File: src/rtl/ex_operand_stage.sv
// ID/EX pipeline register with operand forwarding for the MIPS ALU.
// Captures decoded fields each clock and forwards from EX/MEM and MEM/WB.
// It inserts one bubble per load-use pair and stalls decode for that cycle.
// flush and a downstream hold are also handled here.
module ex_operand_stage #(
  parameter int DW   = 32,
  parameter int RW   = 5,
  parameter int CW   = 4,
  parameter int CNTW = 16
) (
  input  logic            clk,
  input  logic            reset,
  input  logic            id_valid,
  input  logic [RW-1:0]   id_rs,
  input  logic [RW-1:0]   id_rt,
  input  logic [RW-1:0]   id_rd,
  input  logic [DW-1:0]   id_rs_data,
  input  logic [DW-1:0]   id_rt_data,
  input  logic [DW-1:0]   id_imm,
  input  logic [4:0]      id_shamt,
  input  logic [CW-1:0]   id_alu_ctrl,
  input  logic            id_alu_src,
  input  logic            id_uses_rt,
  input  logic            id_mem_read,
  input  logic            id_mem_write,
  input  logic            id_reg_write,
  input  logic            exmem_reg_write,
  input  logic [RW-1:0]   exmem_rd,
  input  logic [DW-1:0]   exmem_result,
  input  logic            memwb_reg_write,
  input  logic [RW-1:0]   memwb_rd,
  input  logic [DW-1:0]   memwb_result,
  input  logic            flush,
  input  logic            hold_in,
  output logic            stall_id,
  output logic            ex_valid,
  output logic [DW-1:0]   data1,
  output logic [DW-1:0]   data2,
  output logic [CW-1:0]   alu_ctrl,
  output logic [4:0]      shamt,
  output logic [DW-1:0]   store_data,
  output logic [RW-1:0]   ex_rd,
  output logic            ex_mem_read,
  output logic            ex_mem_write,
  output logic            ex_reg_write,
  output logic [CNTW-1:0] bubble_count
);

  logic            vld_p1;
  logic [RW-1:0]   rs_p1, rt_p1, rd_p1;
  logic [DW-1:0]   rs_data_p1, rt_data_p1, imm_p1;
  logic [4:0]      shamt_p1;
  logic [CW-1:0]   alu_ctrl_p1;
  logic            alu_src_p1, mem_read_p1, mem_write_p1, reg_write_p1;
  logic [CNTW-1:0] bubble_cnt_p1;

  logic            hazard;
  logic            load_bubble;
  logic [DW-1:0]   fwd_rs, fwd_rt;

  // Register 0 is hard-wired to zero; EX/MEM is younger and wins over MEM/WB.
  function automatic logic [DW-1:0] fwd_sel(
    input logic [RW-1:0] addr,
    input logic [DW-1:0] rf_val,
    input logic          em_we,
    input logic [RW-1:0] em_rd,
    input logic [DW-1:0] em_val,
    input logic          mw_we,
    input logic [RW-1:0] mw_rd,
    input logic [DW-1:0] mw_val
  );
    if (addr == '0)                   return '0;
    else if (em_we && em_rd == addr)  return em_val;
    else if (mw_we && mw_rd == addr)  return mw_val;
    else                              return rf_val;
  endfunction

  // Counter increment that sticks at all-ones instead of wrapping.
  function automatic logic [CNTW-1:0] sat_inc(input logic [CNTW-1:0] val);
    return (&val) ? val : val + 1'b1;
  endfunction

  // Load in EX whose destination a valid decode instruction reads next.
  always_comb begin
    hazard = vld_p1 && mem_read_p1 && reg_write_p1 && (rd_p1 != '0) &&
             ((rd_p1 == id_rs) || (id_uses_rt && (rd_p1 == id_rt))) && id_valid;
    stall_id    = hazard && !flush && !hold_in;
    load_bubble = flush || (!hold_in && (hazard || !id_valid));
  end

  // Operand forwarding on the registered source addresses.
  always_comb begin
    fwd_rs = fwd_sel(rs_p1, rs_data_p1, exmem_reg_write, exmem_rd, exmem_result,
                     memwb_reg_write, memwb_rd, memwb_result);
    fwd_rt = fwd_sel(rt_p1, rt_data_p1, exmem_reg_write, exmem_rd, exmem_result,
                     memwb_reg_write, memwb_rd, memwb_result);
  end

  // ---- ID/EX register boundary (p1) ----
  // A held stage re-captures forwarded operands so a retiring source is not lost.
  always_ff @(posedge clk) begin
    if (reset || (load_bubble && !(hold_in && !flush))) begin
      vld_p1       <= 1'b0;
      rs_p1        <= '0;
      rt_p1        <= '0;
      rd_p1        <= '0;
      rs_data_p1   <= '0;
      rt_data_p1   <= '0;
      imm_p1       <= '0;
      shamt_p1     <= '0;
      alu_ctrl_p1  <= '0;
      alu_src_p1   <= 1'b0;
      mem_read_p1  <= 1'b0;
      mem_write_p1 <= 1'b0;
      reg_write_p1 <= 1'b0;
    end else if (hold_in) begin
      rs_data_p1   <= fwd_rs;
      rt_data_p1   <= fwd_rt;
    end else begin
      vld_p1       <= 1'b1;
      rs_p1        <= id_rs;
      rt_p1        <= id_rt;
      rd_p1        <= id_rd;
      rs_data_p1   <= id_rs_data;
      rt_data_p1   <= id_rt_data;
      imm_p1       <= id_imm;
      shamt_p1     <= id_shamt;
      alu_ctrl_p1  <= id_alu_ctrl;
      alu_src_p1   <= id_alu_src;
      mem_read_p1  <= id_mem_read;
      mem_write_p1 <= id_mem_write;
      reg_write_p1 <= id_reg_write;
    end
  end

  // Count bubbles inserted for load-use hazards.
  always_ff @(posedge clk) begin
    if (reset)
      bubble_cnt_p1 <= '0;
    else if (stall_id)
      bubble_cnt_p1 <= sat_inc(bubble_cnt_p1);
  end

  // Drive the ALU-facing outputs from the registered stage.
  always_comb begin
    ex_valid     = vld_p1;
    data1        = fwd_rs;
    store_data   = fwd_rt;
    data2        = alu_src_p1 ? imm_p1 : fwd_rt;
    alu_ctrl     = alu_ctrl_p1;
    shamt        = shamt_p1;
    ex_rd        = rd_p1;
    ex_mem_read  = mem_read_p1;
    ex_mem_write = mem_write_p1;
    ex_reg_write = reg_write_p1;
    bubble_count = bubble_cnt_p1;
  end

endmodule

File: config.mk
export PLATFORM = sky130hd
export DESIGN_NAME = ex_operand_stage
export DESIGN_NICKNAME = d
export VERILOG_FILES = /design/src/rtl/ex_operand_stage.sv
export SDC_FILE = /design/constraint.sdc
export NUM_CORES = 1
export LEC_CHECK = 0
export ABC_AREA = 0
export CAP_MARGIN = 0
export CORE_ASPECT_RATIO = 1.2
export CORE_MARGIN = 3
export CORE_UTILIZATION = 43
export DETAILED_ROUTE_END_ITERATION = 8
export PLACE_DENSITY = 0.78
export SYNTH_ARGS = -nofsm -noshare
export SYNTH_HDL_FRONTEND = slang
export SYNTH_SLANG_ARGS = --single-unit
File: constraint.sdc
create_clock -name clk -period 2.87 [get_ports clk]
set_clock_uncertainty 0.2 [all_clocks]
set_input_delay 0.4305 -clock clk [delete_from_list [all_inputs] [get_ports clk]]
set_output_delay 0.4305 -clock clk [all_outputs]
set_load 0.005 [all_outputs]
# Word level (Yosys, flattened, before mapping)
# Cells that the tools add are included.
[totals]
regBits = 141
inputBits = 206
output_inout_bits = 131
word_cells = 59
[op_classes]
addsub = 1
n_eq_ne = 6
n_mux = 9
bitwise = 1
n_reduce_logical = 28
[ops]
columns = ["op", "n"]
rows = [
  ["$mux 32", 9],
  ["$eq 5x5->1", 6],
  ["$add 16x1->16 const B", 1],
  ["$reduce_and 16->1", 1],
  ["$logic_and 1x1->1", 15],
  ["$logic_not 5->1", 2],
  ["$reduce_bool 5->1", 1],
  ["$logic_not 1->1", 4],
  ["$logic_or 1x1->1", 4],
  ["$reduce_and 2->1", 1],
  ["$not 1->1", 1],
]

# Depth between registers and ports, before layout
# Gate-level depths: netlist (run 1).
[logic_depth]
word_depth = 10
depth_mapped = 9
mapped_depth_nobuf = 7

# Worst setup path before layout (run 1)
# Ideal clock, no wire load.
[synth_path]
path_kind = "input to output"
from = "input port memwb_rd[2]"
to = "output port data1[11]"
arrival_ps = 1772
required_ps = 2240
path_slack_ps = 468
stages = 8
path_cell_list = "xor2_1 nor4_1 and3_1 buf_2 buf_6 mux2_2 mux2i_1 nor2_1"
[synth_via]
elab_chain_len = 5
[synth_rtl]
columns = ["element", "line", "rtl"]
rows = [
  ["start: declaration", "31", "input logic [RW-1:0] memwb_rd,"],
  ["$eq 5x5->1", "74", "else if (mw_we && mw_rd == addr) return mw_val;"],
  ["$logic_and 1x1->1", "74", ""],
  ["$mux 32", "74", ""],
  ["$mux 32", "73", "else if (em_we && em_rd == addr) return em_val;"],
  ["$mux 32", "72", "if (addr == '0) return '0;"],
  ["end: declaration", "37", "output logic [DW-1:0] data1,"],
]
# No other way between the ends.

# Worst setup path in the final report (run 1)
[layout_path]
from = "register rt_p1[1]"
to = "output port data2[19]"
[layout_via]
elab_chain_len = 6
word_cells_on_any_way = 9
cone_classes = "eq/ne: 2; mux: 4; reduce/logical: 3"
[layout_rtl]
columns = ["element", "line", "rtl"]
rows = [
  ["start: declaration", "50", "logic [RW-1:0] rs_p1, rt_p1, rd_p1;"],
  ["start signal: assignment", "122", "rt_p1 <= id_rt;"],
  ["$eq 5x5->1", "74", ""],
  ["$logic_and 1x1->1", "74", ""],
  ["$mux 32", "74", ""],
  ["$mux 32", "73", ""],
  ["$mux 32 (*)", "72", ""],
  ["$mux 32 (*)", "149", "data2 = alu_src_p1 ? imm_p1 : fwd_rt;"],
  ["end: declaration", "38", "output logic [DW-1:0] data2,"],
]
# Mark *: on every way between the ends. The rest lies on a longest branch, timed or not.

==> results of run 1 <==
## flip-flops by register name (all words and copies together), names as in the netlist, 4 cells and up
name and count:
rs_data_p1 32, ex_rd 5, rt_data_p1 32, imm_p1 32, rs_p1 5, bubble_count 16
alu_ctrl 4, shamt 5, rt_p1 5
## cell families (layout without fill, tap and decap cells)
group	Yosys count	after routing	synth area share
AOI/OAI and AO/OA	215	215	0.184
and+or+nand+nor	231	231	0.131
muxes	157	157	0.214
buffers and inverters	110	582	0.0653
xor gates and xnor gates	34	34	0.0386
adders and majority gates	1	1	0.00162
other	0	2	0
DFF	141	141	0.366
## per-layer routing
metal,wire length [microns],global-route usage,up-vias
met5,0,0,-
met4,2670,0.221,0
met3,3370,0.0782,203
met2,18000,0.577,708
met1,13400,0.386,4456
li1,-,-,4110
## power by group through the flow
stage	registers (mW)	clock network (mW)	logic, mW
after floorplan	2.07	0	0.347
after global placement	2.07	0	0.849
after detailed placement	2.08	0	0.856
after CTS	2.03	2.36	0.944
after global routing	2.04	2.45	1.08
final	2.04	2.35	1.03
## worst min-delay path, stage by stage
cell and delay [ps]:
buf_6 110, clkinv_1 100, a222oi_1 110, nor2_1 80
## cell usage in the layout, fill, tap and decap left out, drive strengths merged, types with 23 or more instances in the layout
cell type	instances
buf	270
nand2	46
nor2	135
a222oi	32
a21oi	42
o211ai	32
o21ai	70
clkdlybuf4s50	232
mux2	33
a21o	32
clkbuf	23
inv	38
mux2i	124
dfxtp	141
## timing repair
item | 4_1_cts | 5_1_grt
endpoints found under the setup margin | 97 | 97
setup buffers | 99 | 38
resized for setup | 582 | 143
cloned | 11 | 0
pin swaps | 52 | 64
## worst max path at each step
| stage | endpoint | from | slack [ps] | depth (start not counted) |
|---|---|---|---|---|
| after global routing | data2[19] | rt_p1[1]$_SDFFE_PP0N_ | -460 | 12 |
| final | data2[19] | rt_p1[1]$_SDFFE_PP0N_ | -380 | 12 |
| after detailed placement | data2[20] | memwb_rd[1] | -700 | 10 |
| after global placement | data2[20] | memwb_rd[4] | -660 | 10 |
| after floorplan | data1[11] | memwb_rd[2] | 470 | 8 |
| after CTS | data2[20] | rt_p1[4]$_SDFFE_PP0N_ | -360 | 11 |
## final cells by class
class,instances,area [sq um]
repair buffers,513,5060
multi-input cells,638,4890
fillers,1131,3750
flip-flops and latches,141,2840
clock buffers,19,443
well taps,220,275
clock inverters,11,169
inverters,39,151
diodes,2,5.00
==> results.cfg, run 1 <==
[outcome]
status = finished, violations left
violations = DRC, setup timing

[clock_network]
cts.path.max_buffers = 2
cts_tree = built
clkTransAtPathRegs_ps = 60
cts_buffers = 17
cts_sinks = 141
root_buffer = clkbuf_16
clk_latency_ps = 420
cts_hold_buf = 0
cts_max_level = 4

[logic_synthesis]
synth.yosys.seq_area_share = 0.366
synth_edf_count = 0
synth_cell_types = 46
synth_area_leaders = dfxtp_1 37%, mux2i_1 16%, nor2_1 6.5%, o21ai_0 4.5%, a222oi_1 4.2%
yosys.area.top_type = dfxtp_1
synth-main-ff-cell = dfxtp_1
yosys-top-cells-count = 141 x dfxtp_1, 134 x nor2_1, 124 x mux2i_1
ys_warn_count = 0
synth_seq_cells = 141
synth-async-reset-ratio = 0
yosysTopAreaCellShare = 0.366
syn-num-nets = 1096
synth_area_sq_um = 7720
syn_avg_cell_area_sq_um = 8.68
synth.most_common_cell = dfxtp_1
synth_cells = 889

[global_routing]
grt_pass1_vias = 9355
grt_max_degree = 127
antenna_found_initial = 1
grt_remaining_overflow = 0
grt_use_total = 0.344
grt_pass1_wl_mm = 52.6

[sta]
hold_ws_ps = 241
setup_violations = 95
fin_crit_ps = 3250
rsz0062_at_grt = yes
max_freq_ghz = 0.307
postLayoutSetupSlackWorst_ps = -383
slew_viol_final = 0
finalCritPeriodShare = 1.13
hold_violations = 0
relSlewSlack = 0.496
totalNegativeSetupSlack_ps = -19040
worst_pin_slew_ps = 756

[route]
firstDrtPassIters = 9
drtIter0Drc = 1013
num_vias = 9477
drt-total-wl_mm = 37.4
wl_per_cell_microns = 23.6
drc = 5
final_antenna_net_count = 0
vias_per_cell = 5.99

[floorplan]
io_pins = 337
die_h_microns = 153
start_util = 0.439
rows = 53
die_w_microns = 128
die_area_sq_um = 19600
fp.coreArea_sq_um = 17600

[setup_path]
critical-path-top-delay-family = buffers and inverters
rr_worst_depth = 10
ff2ff_setup_slack_ps = 110
cp_slowest_cell = dfxtp_4
start_kind = register
crit_path_max_fanout = 7
cp-end-kind = primary output
r2r_end = rs_data_p1[21]$_SDFF_PP0_
critPathBufInv = 6
critPathKind = reg2out
worstPathRequired_ps = 2240
slowest_delay_ps = 360
worstPathArrival_ps = 2620
path_cells = buf_6 -> xor2_4 -> nor4_4 -> nand3_4 -> buf_6 -> buf_16 -> buf_6 -> o21ai_2 -> a21o_1 -> buf_6 -> o21ai_2 -> buf_2
r2r-start = rs_p1[2]$_SDFFE_PP0N_
worst_path_most_repeated_cell = buf_6

[finish]
layout-drive-gt1-share = 0.325
fin_util = 0.787
area_delta_synth_final_pct = 79.2
finalNonFillerCells = 1583
finalNetCount = 1557
final_cell_area_sq_um = 13800

[place]
place.gp.congestion = 0.898
hpwlAfterDp_mm = 20.7
placedCellCount = 1423
dp_slack_ps = -697
dpl_cell_area_sq_um = 11600
io_buffers = 336

[hold_path]
hold_end = rs_data_p1[31]$_SDFF_PP0_
hold_path_depth = 4
min-delay-start = hold_in
min_path_type = in2reg

[pwr]
peakVddDrop_mv = 0.422
comb_power_share = 0.190
power.density_nw_per_um2 = 392
p_leak_nw = 6.28
seqPwrFrac = 0.376
p_total_mw = 5.42
power.switching_mw = 1.38
intPower_mw = 4.04
p_clk_frac = 0.434
swShare = 0.254

[run]
cap_violations = 0
(Power assumes the default switching activity.)
==> run 2, diff against run 1 <==
--- a/config.mk
+++ b/config.mk
@@ -8,10 +8,11 @@
 export ABC_AREA = 0
 export CAP_MARGIN = 0
 export CORE_ASPECT_RATIO = 1.2
-export CORE_MARGIN = 3
+export CORE_MARGIN = 2
 export CORE_UTILIZATION = 43
 export DETAILED_ROUTE_END_ITERATION = 8
 export PLACE_DENSITY = 0.78
+export SKIP_LAST_GASP = 1
 export SYNTH_ARGS = -nofsm -noshare
 export SYNTH_HDL_FRONTEND = slang
 export SYNTH_SLANG_ARGS = --single-unit
==> constraint.sdc (replaced) <==
create_clock -name clk -period 3.4 [get_ports clk]
set_clock_uncertainty 0.2 [all_clocks]
set_input_delay 0.51 -clock clk [delete_from_list [all_inputs] [get_ports clk]]
set_output_delay 0.51 -clock clk [all_outputs]
set_load 0.005 [all_outputs]
==> results.cfg, run 2 (synthesis results as in run 1) <==
[route]
firstDrtPassIters = 6
drtIter0Drc = 731
final_antenna_net_count = 0
num_vias = 8236
vias_per_cell = 5.60
wl_per_cell_microns = 20.0
drc = 0
drt-total-wl_mm = 29.4

[setup_path]
worstPathRequired_ps = 2690
start_kind = register
path_cells = xor2_1 -> nor4_2 -> nand3_2 -> buf_12 -> mux2i_1 -> a21o_1 -> o21ai_0 -> clkdlybuf4s50_1
r2r-start = rs_p1[2]$_SDFFE_PP0N_
crit_path_max_fanout = 21
critPathLaunch = rt_p1[1]$_SDFFE_PP0N_
cp_slowest_cell = clkdlybuf4s50_1
cp-end-kind = primary output
critPathKind = reg2out
slowest_delay_ps = 520
worstPathArrival_ps = 2730

[floorplan]
die_area_sq_um = 19000
start_util = 0.439
fp.coreArea_sq_um = 17600
die_h_microns = 151
io_pins = 337
die_w_microns = 126
rows = 53

[finish]
area_delta_synth_final_pct = 59.5
layout_common_cells = 286 x clkdlybuf4s50_1, 136 x dfxtp_1, 134 x nor2_1, 123 x mux2i_1, 59 x o21ai_0
finalNetCount = 1440
largestRegisters = imm_p1 x32, rs_data_p1 x32, rt_data_p1 x32
mostFrequentLayoutCell = clkdlybuf4s50_1
layout-drive-gt1-share = 0.125
final_cell_area_sq_um = 12300

[global_routing]
grt_remaining_overflow = 0
grt_pass1_vias = 7918
grt_use_total = 0.296
grt_pass1_wl_mm = 44.0
grt_max_degree = 76
antenna_found_initial = 4

[sta]
postLayoutSetupSlackWorst_ps = -38.6
worst_pin_slew_ps = 962
fin_crit_ps = 3440
relSlewSlack = 0.359
slew_viol_final = 0
rsz0062_at_grt = yes
finalCritPeriodShare = 1.01
setup_violations = 9
max_freq_ghz = 0.291
totalNegativeSetupSlack_ps = -141
hold_violations = 0

[clock_network]
cts.path.max_buffers = 2
cts_tree = built
clk_latency_ps = 420
cts_max_level = 4
root_buffer = clkbuf_16
clkTransAtPathRegs_ps = 60
cts_sinks = 141
cts_hold_buf = 0
cts_buffers = 17

[pwr]
p_leak_nw = 5.53
peakVddDrop_mv = 0.311
power.density_nw_per_um2 = 354

[hold_path]
min_path_type = reg2reg
min-delay-start = ex_valid$_SDFFE_PP0N_

[run]
cap_violations = 0

[place]
io_buffers = 336
place.gp.congestion = 0.930
dpl_cell_area_sq_um = 11500
hpwlAfterDp_mm = 20.5

[outcome]
status = finished, violations left
violations = setup timing
-- run 2: final timing paths --
path	slack, ps	depth (start not counted)	end
max	-40	8	data2[13]
min	290	2	ex_valid$_SDFFE_PP0N_
max reg2reg	860	8	rs_data_p1[9]$_SDFF_PP0_
min reg2reg	290	2	ex_valid$_SDFFE_PP0N_
-- run 2: repair_timing --
item | 4_1_cts | 5_1_grt
gates cloned | 3 | 0
endpoints found under the setup margin | 96 | 88
pin swaps | 6 | 6
buffers inserted | 7 | 7
hold endpoints to repair | 0 | 0
resized for setup | 62 | 38
-- run 2: through the flow --
step | worst slack [ps] | power (mW) | cells | hold WS (ps) | utilization
2_1_floorplan | 839 | 2.04 | 889 | 256 | -
3_3_place_gp | -350 | 2.45 | 1418 | 254 | 0.654
3_5_place_dp | -339 | 2.46 | 1418 | 276 | 0.654
4_1_cts | -74.2 | 4.39 | 1460 | 289 | 0.696
5_1_grt | -172 | 4.51 | 1470 | 310 | 0.701
6_report | -38.6 | 4.36 | 1470 | 288 | 0.701
-- run 2: per-layer routing --
layer / vias up / wire length [microns] / global-route usage
met1: 3897 / 11300 / 0.342
met5: - / 0 / 0
met2: 393 / 14600 / 0.511
li1: 3865 / - / -
met4: 0 / 1260 / 0.160
met3: 81 / 2170 / 0.0643
-- run 2: power breakdown --
group / internal (mW) / switching, mW
registers: 1.69 / 0.0238
clock network: 1.11 / 0.810
logic: 0.414 / 0.309
total: 3.22 / 1.14
-- run 2: worst max-delay path, delay by kind of cell (launching register included) --
family	cells	cell delay (ps)
buffers and inverters	2	740
and+or+nand+nor	2	450
AOI/OAI and AO/OA	2	400
DFF	1	370
xor gates and xnor gates	1	190
muxes	1	150
-- run 2: final cells by class --
class,count,area [sq um]
fill,1381,5260
multi-input combinational,638,4470
timing repair buffer,396,3970
sequential,141,2830
clock buffer,17,425
tap,220,275
clock inverter,15,178
inverter,39,146
antenna,4,10.0
==> RTL edit 1, RTL diff (config.mk and constraints of run 2) <==
`DW`: 32 -> 64.
--- a/src/rtl/ex_operand_stage.sv
+++ b/src/rtl/ex_operand_stage.sv
@@ -5,3 +5,3 @@
 module ex_operand_stage #(
-  parameter int DW   = 32,
+  parameter int DW   = 64,
   parameter int RW   = 5,
Ports: changed (8 resized); port bits go from 337 to 593. No check against the original RTL was run, so the function may have changed too.
==> RTL edit 1 against run 2 <==
Highest routed layer is now met5; clock power rose by 60%; register-to-register slack got worse by 520 ps; sequential cell count rose by 96; synthesized area rose by 92%; power rose by 80%; non-clock buffer count rose by 562; worst setup slack got worse by 280 ps; final area rose by 120%; wire length rose to 2.9 times the old value; maximum frequency fell by 7.6%; the flow still finishes with violations (setup timing); largest power group unchanged.
==> RTL edit 1: results (changes against run 2) <==
Placed Instances: 2935 (+110%)
arrival time at the worst endpoint: 3010 ps (+280 ps)
number of flops mapped to enable cells by yosys: 0 (unchanged)
Lkg Pwr: 0.0114 uW (+110%)
Yosys Warn Count: 0 (unchanged)
share of the yosys chip area belonging to registers: 32.0% (-4.6 points)
dominant register cell in the synthesized netlist: sky130_fd_sc_hd__dfxtp_1
number of filler instances in the final layout: 2230 (+61%)
cell depth of the worst flop-to-flop path: 12 (+4)
clock root buffer: sky130_fd_sc_hd__clkbuf_16
critical path type: flip-flop to output port
top post-synthesis cells by area: sky130_fd_sc_hd__dfxtp_1 (32%), sky130_fd_sc_hd__a21boi_0 (6.5%), sky130_fd_sc_hd__mux2i_1 (6.2%), sky130_fd_sc_hd__nor2_1 (5.5%), sky130_fd_sc_hd__and3_1 (5.4%)
Critical path origin: rt_p1[4]
Top Registers: imm_p1 (64), rs_data_p1 (64), rt_data_p1 (64)
total number of vias: 20400 (+150%)
slack of the worst reg-to-reg path: 340 ps (-520 ps)
detailed placement HPWL: 50500 um (+150%)
worst-case setup slack after placement: -798 ps (-460 ps)
capture point of the worst path: data2[33]
Worst path top cell family by delay: simple AND/OR/NAND/NOR gates
Worst Path Max Fanout: 4 (-81%)
I/O Buffers: 592 (+76%)
average vias per placed instance: 6.40 (+14%)
sum of negative setup slack: -21340 ps (-21200 ps)
DRC marker count from the first detailed-route iteration: 2700 (+270%)
Yosys cell types: 50 (+8.7%)
initial antenna violation count: 19 (+15)
vias in the first global route: 19400 (+140%)
peak ir drop on the vdd network: 0.391 mV (+26%)
number of CTS-inserted buffers: 27 (+10)
share of flip-flops with an asynchronous set or reset: 0% (unchanged)
Avg Cell Area, Syn: 7.74 um^2 (-11%)
slowest stage cell, crit path: sky130_fd_sc_hd__or4b_4
fraction of final layout cells with drive strength greater than 1: 30.9% (+18 points)
H-tree levels: 1 (-3)
worst skew pair latency: 560 ps (+140 ps)
violated checks: setup timing
capture instance of the worst register-to-register path: rt_data_p1[22]
post-synth top area share: 32.0% (-4.6 points)
Placed Area: 22300 um^2 (+94%)
RePlAce Congestion: 0.940 (+1.1%)
Largest stage delay, worst path: 640 ps (+120 ps)
leading cell types by count after synthesis: sky130_fd_sc_hd__dfxtp_1 (237), sky130_fd_sc_hd__nor2_1 (219), sky130_fd_sc_hd__clkbuf_1 (187)
Post-Synthesis Net Count: 2281 (+110%)
final setup slack of the worst path: -319 ps (-281 ps)
number of nets with antenna violations after routing: 0 (unchanged)
global-route wire length before repair: 118000 um (+170%)
maximum buffer depth of the clock tree: 3 (+1)
largest net degree at the start of global routing: 100 (+32%)
net count of the finished layout: 3060 (+110%)
Setup violations, final: 133 (+124)
classification of the worst-slack hold path: flip-flop to flip-flop
iteration count of the initial detailed-routing pass: 8 (+2)
relative max-transition margin: 17.7% (-18 points)
global router's overall resource usage: 41.7% (+12 points)
clock transition at the registers of the reported paths: 60 ps (about the same)
routed wire length: 84400 um (+190%)
outcome: finished with violations
==> RTL edit 1: routing by layer <==
metal  global-route usage [%]  vias to the layer above  share of wire (%)
li1                         -                     8633                  -
met1                     47.7                     9532                 34
met2                     69.8                     1700                 46
met3                     9.87                      512                 11
met4                     26.6                        6                8.6
met5                        0                        -              0.049
==> RTL edit 1: worst min-delay path by stage <==
stage                         startpoint             end  depth (start not counted)
final                           ex_valid        ex_valid                          2
after global routing      id_rt_data[38]  rt_data_p1[38]                          3
after CTS                       ex_valid        ex_valid                          2
after detailed placement        ex_valid        ex_valid                          2
after global placement          ex_valid        ex_valid                          2
after floorplan                 ex_valid        ex_valid                          2
==> RTL edit 1: area by class of cell <==
| type | instances | area (um^2) | area share, % |
|---|---|---|---|
| multi-input combinational | 1399 | 10600 | 40.0 |
| timing repair buffer | 958 | 9380 | 35.4 |
| sequential | 237 | 4760 | 18.0 |
| clock buffer | 38 | 747 | 2.82 |
| tap | 456 | 571 | 2.15 |
| inverter | 70 | 267 | 1.00 |
| clock inverter | 7 | 135 | 0.509 |
| antenna | 19 | 47.5 | 0.179 |
==> RTL edit 1: per-stage QoR <==
stage               hold slack [ps]  power (uW)
finish                          294        7830
global route                    321        7990
CTS                             294        7650
detailed placement              281        4450
global placement                261        4430
floorplan                       260        3520
==> RTL edit 1: report_power, final <==
group | internal [uW] | switching, uW | leakage [uW]
Clock | 1820 | 1260 | 0.000432
Combinational | 923 | 942 | 0.00904
Sequential | 2850 | 38.8 | 0.00193
==> RTL edit 1: cells by family after synthesis <==
kind of cell	Yosys count	share of synthesized area, %
xor+xnor	30	1.77
mux	100	6.82
compound gates	577	29.2
fa+ha+maj	1	0.0844
simple gates	691	22.7
buf+inv	278	7.35
flops	237	32.0
==> RTL edit 1: worst min-delay path: stages, from the launching register on <==
cell and delay (ps):
sky130_fd_sc_hd__dfxtp_1 330, sky130_fd_sc_hd__inv_1 60, sky130_fd_sc_hd__a21oi_1 60
==> RTL edit 1: timing repair <==
item	4_1_cts	5_1_grt
gates resized for setup	701	401
buffers inserted	107	75
endpoints found under the setup margin	193	187
cloned	23	5
pin swaps	108	139
==> RTL edit 2, RTL diff (flow settings as in run 2) <==
Made on the original files. Make the reset (`reset`) asynchronous in one clocked block.
--- a/src/rtl/ex_operand_stage.sv
+++ b/src/rtl/ex_operand_stage.sv
@@ -136,3 +136,3 @@
   // Count bubbles inserted for load-use hazards.
-  always_ff @(posedge clk) begin
+  always_ff @(posedge clk or posedge reset) begin
     if (reset)
Behaviour: differs if reset is asserted again (counterexample within 4 cycles, from zero or initial values and one cycle with reset high); with reset held inactive, the same outputs for 4 cycles.
==> RTL edit 2 against run 2 <==
Global-route usage is 2.5 points higher; sequential cell count is the same; highest routed layer unchanged; the run still ends with setup timing left; utilization rose by 6.8 points; clock power up 4%; sequential share of layout area down 2.1 points; worst setup slack worse by 58 ps; wire length rose by 12%; final area increased by 14%; largest cell class unchanged; power is 5.8% higher; synthesized cell count down 5.4%; via count rose by 5.7%; synthesized area up 2.9%; critical path depth decreased by 1.
==> RTL edit 2: results (changes against run 2) <==
outcome: finished with violations
violated checks: setup timing
slack of the worst reg-to-reg path: 550 ps (-310 ps)
peak ir drop on the vdd network: 0.377 mV (+21%)
final setup slack of the worst path: -96.2 ps (-57.6 ps)
overall power: 4620 uW (+5.8%)
share of flip-flops with an asynchronous set or reset: 11.3% (+11 points)
capture point of the worst path: data2[30]
Lkg Pwr: 0.00626 uW (+13%)
internal power component: 3320 uW (+3.2%)
Worst Path Max Fanout: 13 (-38%)
Setup violations, final: 27 (+18)
area used by multi-input combinational logic: 5220 um^2 (+17%)
Non-clk bufs: 476 (+20%)
met1 layer wirelength in the final routing: 12100 um (+6.5%)
routed wire length on met2: 16800 um (+15%)
DRC marker count from the first detailed-route iteration: 896 (+23%)
total number of sequential cells: 141 (unchanged)
Post-Synthesis Net Count: 1048 (-4.4%)
# Post-CTS Setup Buffers: 26 (+19)
Clock buffers and inverters, area share: 4.39% (-0.51 points)
antenna diode count: 1 (-3)
top post-synthesis cells by area: sky130_fd_sc_hd__dfxtp_1 (32%), sky130_fd_sc_hd__mux2i_1 (16%), sky130_fd_sc_hd__mux2_2 (7.9%), sky130_fd_sc_hd__nor2_1 (7.7%), sky130_fd_sc_hd__a311oi_2 (5.7%)
compound-cell area share of the yosys netlist: 12.7% (-5.7 points)
multiplexer fraction of the synthesized cell area: 24.7% (+3.3 points)
comb_multi_in: 614 (-3.8%)
leading cell types by count after synthesis: sky130_fd_sc_hd__nor2_1 (162), sky130_fd_sc_hd__dfxtp_1 (125), sky130_fd_sc_hd__mux2i_1 (124)
Clk. pwr: 1990 uW (+4%)
Non-Filler Cell Area, Final: 14000 um^2 (+14%)
sum of negative setup slack: -1150 ps (-1010 ps)
arrival time at the worst endpoint: 2790 ps (+60 ps)
worst-case setup slack after placement: -348 ps (-9.21 ps)
largest net degree at the start of global routing: 54 (-29%)
number of filler instances in the final layout: 1182 (-14%)
total number of vias: 8706 (+5.7%)
average vias per placed instance: 5.82 (+3.9%)
global router's overall resource usage: 32.1% (+2.5 points)
RePlAce Congestion: 0.838 (-9.9%)
share of the yosys chip area belonging to registers: 36.5% (about the same)
Synth Area in Adders: 0.158% (-0.0046 points)
global-route wire length before repair: 48900 um (+11%)
Placed Instances: 1406 (-0.85%)
share of the synthesized netlist area taken by xor and xnor gates: 4.74% (+0.88 points)
worst hold path depth: 3 (+1)
fraction of final layout cells with drive strength greater than 1: 25.8% (+13 points)
RTL edit 2: cell types whose count changed after synthesis, sizes merged, moves of 30 or more:
cell    before  now
o21ai       70   33
nand2       46   10
a311oi       0   30
inv         38    6
o211ai      32    0
nand4        5   40
a21o        32    0
a21oi       42    4
mux2        33   64
RTL edit 2: metal layers:
layer	up-vias	global-route usage [%]
li1	3935	-
met1	4193	35.4
met5	-	0
met3	108	8.33
met2	470	56.3
met4	0	16.8
RTL edit 2: worst max-delay path, cell delays in order (launching register included):
cell	delay (ps)
sky130_fd_sc_hd__dfxtp_4	390
sky130_fd_sc_hd__xnor2_2	160
sky130_fd_sc_hd__nand4_1	210
sky130_fd_sc_hd__or2_4	390
sky130_fd_sc_hd__buf_12	190
sky130_fd_sc_hd__a311oi_4	310
sky130_fd_sc_hd__mux2_4	210
sky130_fd_sc_hd__clkdlybuf4s50_1	490
